## src/rtl/frank_pkg.sv

```systemverilog
// Shared types and constants for the instruction-memory loader.
package frank_pkg;

  localparam int unsigned IMEM_DEPTH_W = 128;
  localparam int unsigned WORD_W       = 32;

  typedef enum logic [2:0] {
    LDR_IDLE,
    LDR_LEN,
    LDR_DATA,
    LDR_WRITE,
    LDR_CSUM,
    LDR_DONE
  } ldr_state_e;

endpackage

```

## src/rtl/imem_loader_if.sv

```systemverilog
// Byte-stream input and instruction-memory write port of the loader.
interface imem_loader_if;
  import frank_pkg::*;

  logic              start;
  logic              in_valid;
  logic [7:0]        in_byte;
  logic              in_ready;
  logic              write;
  logic [WORD_W-1:0] addr_in;
  logic [WORD_W-1:0] data;
  logic              cpu_hold;
  logic              done;
  logic              err;

  modport master (
    output start, in_valid, in_byte,
    input  in_ready, write, addr_in, data, cpu_hold, done, err
  );

  modport slave (
    input  start, in_valid, in_byte,
    output in_ready, write, addr_in, data, cpu_hold, done, err
  );
endinterface

```

## src/rtl/word_packer.sv

```systemverilog
// Packs pushed bytes little-endian into a 32-bit word; full flags the fourth push.
module word_packer
  import frank_pkg::*;
(
  input  logic              clk,
  input  logic              reset_n,
  input  logic              clear,
  input  logic              push,
  input  logic [7:0]        in_byte,
  output logic [WORD_W-1:0] word,
  output logic              full
);

  logic [1:0]        lane_q;
  logic [WORD_W-1:0] word_q;

  always_ff @(posedge clk or negedge reset_n) begin
    if (!reset_n) begin
      lane_q <= 2'd0;
      word_q <= '0;
    end else if (clear) begin
      lane_q <= 2'd0;
      word_q <= '0;
    end else if (push) begin
      word_q[{lane_q, 3'b000} +: 8] <= in_byte;
      lane_q                       <= lane_q + 2'd1;
    end
  end

  assign word = word_q;
  assign full = push && (lane_q == 2'd3);

endmodule

```

## src/rtl/imem_loader.sv

```systemverilog
// Boot loader: byte stream -> instruction memory words, holding the core meanwhile.
// Optional trailing XOR checksum byte enabled by IMEM_LOADER_CHECKSUM_EN.
module imem_loader
  import frank_pkg::*;
#(
  parameter int unsigned DEPTH = IMEM_DEPTH_W,
  parameter int unsigned BASE  = 0
) (
  input logic          clk,
  input logic          reset_n,
  imem_loader_if.slave bus
);

  ldr_state_e        state_q, state_d;
  logic [7:0]        n_q, n_d;
  logic [7:0]        wcnt_q, wcnt_d;
  logic              err_q, err_d;
  logic              hold_q, hold_d;
  logic              pk_clear, pk_push, pk_full;
  logic [WORD_W-1:0] pk_word;
`ifdef IMEM_LOADER_CHECKSUM_EN
  logic [7:0]        csum_q, csum_d;
`endif

  word_packer u_packer (
    .clk     (clk),
    .reset_n (reset_n),
    .clear   (pk_clear),
    .push    (pk_push),
    .in_byte (bus.in_byte),
    .word    (pk_word),
    .full    (pk_full)
  );

  always_ff @(posedge clk or negedge reset_n) begin
    if (!reset_n) begin
      state_q <= LDR_IDLE;
      n_q     <= 8'd0;
      wcnt_q  <= 8'd0;
      err_q   <= 1'b0;
      hold_q  <= 1'b0;
`ifdef IMEM_LOADER_CHECKSUM_EN
      csum_q  <= 8'd0;
`endif
    end else begin
      state_q <= state_d;
      n_q     <= n_d;
      wcnt_q  <= wcnt_d;
      err_q   <= err_d;
      hold_q  <= hold_d;
`ifdef IMEM_LOADER_CHECKSUM_EN
      csum_q  <= csum_d;
`endif
    end
  end

  always_comb begin
    state_d      = state_q;
    n_d          = n_q;
    wcnt_d       = wcnt_q;
    err_d        = err_q;
    hold_d       = hold_q;
    pk_clear     = 1'b0;
    pk_push      = 1'b0;
    bus.in_ready = 1'b0;
    bus.write    = 1'b0;
    bus.done     = 1'b0;
`ifdef IMEM_LOADER_CHECKSUM_EN
    csum_d       = csum_q;
`endif
    unique case (state_q)
      LDR_IDLE: begin
        if (bus.start) begin
          state_d  = LDR_LEN;
          hold_d   = 1'b1;
          err_d    = 1'b0;
          wcnt_d   = 8'd0;
          pk_clear = 1'b1;
`ifdef IMEM_LOADER_CHECKSUM_EN
          csum_d   = 8'd0;
`endif
        end
      end
      LDR_LEN: begin
        bus.in_ready = 1'b1;
        if (bus.in_valid) begin
          n_d = bus.in_byte;
          if (bus.in_byte == 8'd0) begin
            state_d = LDR_DONE;
            hold_d  = 1'b0;
          end else if (32'(bus.in_byte) > DEPTH) begin
            state_d = LDR_DONE;
            hold_d  = 1'b0;
            err_d   = 1'b1;
          end else begin
            state_d = LDR_DATA;
          end
        end
      end
      LDR_DATA: begin
        bus.in_ready = 1'b1;
        if (bus.in_valid) begin
          pk_push = 1'b1;
`ifdef IMEM_LOADER_CHECKSUM_EN
          csum_d  = csum_q ^ bus.in_byte;
`endif
          if (pk_full) state_d = LDR_WRITE;
        end
      end
      LDR_WRITE: begin
        bus.write = 1'b1;
        wcnt_d    = wcnt_q + 8'd1;
        if (wcnt_d == n_q) begin
`ifdef IMEM_LOADER_CHECKSUM_EN
          state_d = LDR_CSUM;
`else
          state_d = LDR_DONE;
          hold_d  = 1'b0;
`endif
        end else begin
          state_d = LDR_DATA;
        end
      end
`ifdef IMEM_LOADER_CHECKSUM_EN
      LDR_CSUM: begin
        bus.in_ready = 1'b1;
        if (bus.in_valid) begin
          state_d = LDR_DONE;
          // A bad checksum keeps the core held until reset or a new start.
          if (bus.in_byte != csum_q) err_d = 1'b1;
          else hold_d = 1'b0;
        end
      end
`endif
      LDR_DONE: begin
        bus.done = 1'b1;
        state_d  = LDR_IDLE;
      end
      default: state_d = LDR_IDLE;
    endcase
  end

  assign bus.addr_in  = bus.write ? (BASE + 32'(wcnt_q)) : '0;
  assign bus.data     = bus.write ? pk_word : '0;
  assign bus.cpu_hold = hold_q;
  assign bus.err      = err_q;

endmodule

```

## src/flat_wrapper.sv

```systemverilog
// flat-port wrapper written by rule: the top's interface ports become plain ports
module imem_loader_flat import frank_pkg::*;
#(
  parameter int unsigned DEPTH = IMEM_DEPTH_W,
  parameter int unsigned BASE  = 0
)
  (clk, reset_n, bus_start, bus_in_valid, bus_in_byte, bus_in_ready, bus_write, bus_addr_in, bus_data, bus_cpu_hold, bus_done, bus_err);
  imem_loader_if bus_i ();
  input logic clk;
  input logic reset_n;
  input wire logic [$bits(bus_i.start)-1:0] bus_start;
  input wire logic [$bits(bus_i.in_valid)-1:0] bus_in_valid;
  input wire logic [$bits(bus_i.in_byte)-1:0] bus_in_byte;
  output wire logic [$bits(bus_i.in_ready)-1:0] bus_in_ready;
  output wire logic [$bits(bus_i.write)-1:0] bus_write;
  output wire logic [$bits(bus_i.addr_in)-1:0] bus_addr_in;
  output wire logic [$bits(bus_i.data)-1:0] bus_data;
  output wire logic [$bits(bus_i.cpu_hold)-1:0] bus_cpu_hold;
  output wire logic [$bits(bus_i.done)-1:0] bus_done;
  output wire logic [$bits(bus_i.err)-1:0] bus_err;
  assign bus_i.start = bus_start;
  assign bus_i.in_valid = bus_in_valid;
  assign bus_i.in_byte = bus_in_byte;
  assign bus_in_ready = bus_i.in_ready;
  assign bus_write = bus_i.write;
  assign bus_addr_in = bus_i.addr_in;
  assign bus_data = bus_i.data;
  assign bus_cpu_hold = bus_i.cpu_hold;
  assign bus_done = bus_i.done;
  assign bus_err = bus_i.err;
  imem_loader #(.DEPTH(DEPTH), .BASE(BASE)) u_core (.clk(clk), .reset_n(reset_n), .bus(bus_i));
endmodule
```

## config.mk

```make
export PLATFORM = sky130hd
export DESIGN_NAME = imem_loader_flat
export DESIGN_NICKNAME = d
export VERILOG_FILES = /design/src/rtl/frank_pkg.sv /design/src/rtl/imem_loader_if.sv /design/src/rtl/word_packer.sv /design/src/rtl/imem_loader.sv /design/src/flat_wrapper.sv
export SDC_FILE = /design/constraint.sdc
export NUM_CORES = 1
export LEC_CHECK = 0
export ABC_CLOCK_PERIOD_IN_PS = 3700
export CAP_MARGIN = 30
export CORE_MARGIN = 8
export CORE_UTILIZATION = 53
export DETAILED_ROUTE_END_ITERATION = 10
export MAX_ROUTING_LAYER = met4
export PLACE_DENSITY = 0.91
export SYNTH_ARGS = -nofsm -noshare
export SYNTH_HDL_FRONTEND = slang
export SYNTH_SLANG_ARGS = --single-unit
export TNS_END_PERCENT = 100
```

## constraint.sdc

```tcl
create_clock -name clk -period 3.7 [get_ports clk]
set_clock_uncertainty 0.1 [all_clocks]
set_input_delay 0.555 -clock clk [delete_from_list [all_inputs] [get_ports clk]]
set_output_delay 0.555 -clock clk [all_outputs]
set_load 0.005 [all_outputs]
```

==> summary.json <==
{
  "syn_inst": 304,
  "power.ir.vdd_worst_mv": 0.399,
  "crit_fanout": 42,
  "timing.max_cap.violations": 0,
  "post-route-drc-count": 0,
  "grt.met3_usage": 0.0321,
  "status": "complete, no violations",
  "die_w_um": 93.0,
  "seq_area_frac_synth": 0.438,
  "area_delta_synth_final_pct": 18.7,
  "antennaDiodeCount": 0,
  "routed_via_density": 5.57,
  "layout_cell_share_with_drive_strength_beyond_1": 0.0761,
  "totalWireLength_mm": 7.74,
  "power-per-cell-area_mw_per_mm2": 556,
  "cts_made_buffers": 5,
  "cts-root-buf": "sky130_fd_sc_hd__clkbuf_8",
  "timing.final.hold_violations": 0,
  "max_freq_mhz": 290,
  "grt_busiest_layer": "met2",
  "syn_avg_cell_area_um2": 10.3,
  "worstSetupPathType": "reg -> out",
  "wire_per_inst_um": 18.0,
  "globalRouteMet2Util": 0.314,
  "globalRouteMet1Util": 0.216,
  "seq_area_mm2": 0.00138,
  "final.setup.tns_ps": 0,
  "nNetsFinal": 372,
  "initial_cell_density_of_the_core": 0.540,
  "final.fill_count": 482,
  "static-leakage-power_uw": 0.00165,
  "clk_pin_slew_worst_paths_ps": 110,
  "cts_resized": 0,
  "area_of_the_core_mm2": 0.00582,
  "clockBufferDepth": 2,
  "count_of_port_buffers_added_during_placement": 56,
  "worstMarginPinSlew_ps": 913,
  "endpoint_kind": "output port",
  "vias": 2393,
  "grt_pass1_vias": 2441,
  "final-max-slew-violation-count": 0,
  "finalCriticalPeriod_ps": 3440,
  "layout_common_cells": "sky130_fd_sc_hd__clkdlybuf4s50_1 (55), sky130_fd_sc_hd__dfrtp_1 (55), sky130_fd_sc_hd__and2_1 (42), sky130_fd_sc_hd__a22o_1 (31), sky130_fd_sc_hd__conb_1 (24)",
  "clock_sinks": 55,
  "antenna_violations_before_repair": 0,
  "fin_crit_sh": 0.931,
  "critical_path.startpoint_type": "register",
  "count_of_yosys_warnings_during_synthesis": 0,
  "design_power_total_uw": 2070,
  "gr-total-overflow": 0,
  "cts_setup_buffers": 0,
  "grt_start_max_net_pins": 43,
  "fp.dieH_um": 93.0,
  "cts.hold.buffers_added": 0,
  "rows": 28,
  "synth_edf_count": 0,
  "critPathRequiredTime_ps": 3040,
  "tritoncts_clock_tree": "built",
  "cts_htree_levels": 2,
  "place.gp.congestion": 0.817,
  "drt_first_pass_iters": 4,
  "io_count": 81,
  "syn-cell-area_mm2": 0.00314,
  "grtUsageTotal": 0.188,
  "postSynth.asyncResetShare": 1.00,
  "worst-endpoint-arrival_ps": 2790,
  "dpl.hpwl_mm": 5.68,
  "slew-limit-headroom": 0.391,
  "insertion_delay_ps": 320,
  "hp-class": "in -> async",
  "multi_input_comb_area_mm2": 0.00156,
  "synth-main-ff-cell": "sky130_fd_sc_hd__dfrtp_1",
  "setup-violations-final": 0,
  "grt_first_pass_wirelength_mm": 12.6,
  "grt_setup_unrepaired": "no",
  "drt_first_iter_violations": 138,
  "ant_nets": 0,
  "ys_seq_elements": 55,
  "synth_cell_types": 48,
  "die_area_mm2": 0.00865
}
==> sequential cells by signal, indices dropped and copies added, names as in the netlist <==
register / count
u_core.bus.cpu_hold: 1
u_core.bus.err: 1
u_core.n_q: 8
u_core.state_q: 3
u_core.u_packer.lane_q: 2
u_core.u_packer.word: 32
u_core.wcnt_q: 8
==> synthesized netlist by cell type, drive strengths merged (2+ instances only) <==
cell type	count	area, um^2
nand3	3	15.0
xor2	2	17.5
ha	6	75.1
nand4	5	31.3
o21a	2	15.0
nand2	18	75.1
inv	5	21.3
and3	3	18.8
and2	42	263
buf	35	256
nor2b	2	12.5
clkbuf	4	15.0
a31oi	2	12.5
o21ai	15	75.1
nor3	6	41.3
a21oi	15	75.1
mux2	7	78.8
dfrtp	55	1380
nor4b	3	71.3
xnor2	8	70.1
nand2b	2	12.5
nor2	14	52.6
a22o	31	272
==> per-layer routing <==
layer  vias to the layer above  wire length, um
met5                         -                0
met4                         0              198
met3                        14              418
met2                        86             3950
met1                      1174             3170
li1                       1119                -
==> stage by stage <==
step	hold slack, ps	setup WS [ps]	util	area, um^2	std cells
2_1_floorplan	159	1660	-	3230	327
3_3_place_gp	379	766	0.624	3630	422
3_5_place_dp	387	637	0.624	3630	422
4_1_cts	283	257	0.641	3730	430
5_1_grt	321	107	0.641	3730	430
6_report	256	256	0.641	3730	430
==> final timing paths <==
path                                     startpoint                        to  slack (ps)  depth (start not counted)
setup / recovery                  u_core.state_q[0]              bus_data[13]         260                          6
hold / removal                              reset_n   u_core.u_packer.word[9]         260                          1
setup reg to reg                  u_core.state_q[0]          u_core.wcnt_q[6]        1180                          7
hold reg to reg            u_core.u_packer.word[22]  u_core.u_packer.word[22]         410                          1
max in group asynchronous                   reset_n   u_core.u_packer.word[0]        2500                          2
min in group clk           u_core.u_packer.word[22]  u_core.u_packer.word[22]         410                          1
==> final cells by class <==
cell class | count | area share
multi-input cells | 227 | 0.417
inverters | 6 | 0.00671
well taps | 75 | 0.0252
clock inverters | 3 | 0.00839
clock buffers | 5 | 0.0185
flip-flops and latches | 55 | 0.369
repair buffers | 59 | 0.155
==> critical path, stage by stage (launching register included) <==
cell                              delay [ps]
sky130_fd_sc_hd__dfrtp_1                 580
sky130_fd_sc_hd__inv_1                   110
sky130_fd_sc_hd__or3_1                   550
sky130_fd_sc_hd__clkinv_1                150
sky130_fd_sc_hd__buf_4                   330
sky130_fd_sc_hd__and2_1                  200
sky130_fd_sc_hd__clkdlybuf4s50_1         540
==> report_power, final <==
group | total, uW | switching [uW] | leakage (uW) | internal [uW]
registers | 883 | 141 | 0.000735 | 741
logic | 820 | 445 | 0.000864 | 375
clock network | 369 | 224 | 0.0000522 | 144
total | 2070 | 810 | 0.00165 | 1260
==> cell families after synthesis <==
family          count (synthesis)  share of synthesized area
flops                          55                      0.438
mux                             7                     0.0251
other cells                     1                    0.00119
buf+inv                        45                     0.0944
compound gates                 74                      0.168
simple gates                  104                      0.206
xor+xnor                       12                     0.0426
fa+ha+maj                       6                     0.0239
Power figures use the tool's default switching activity.
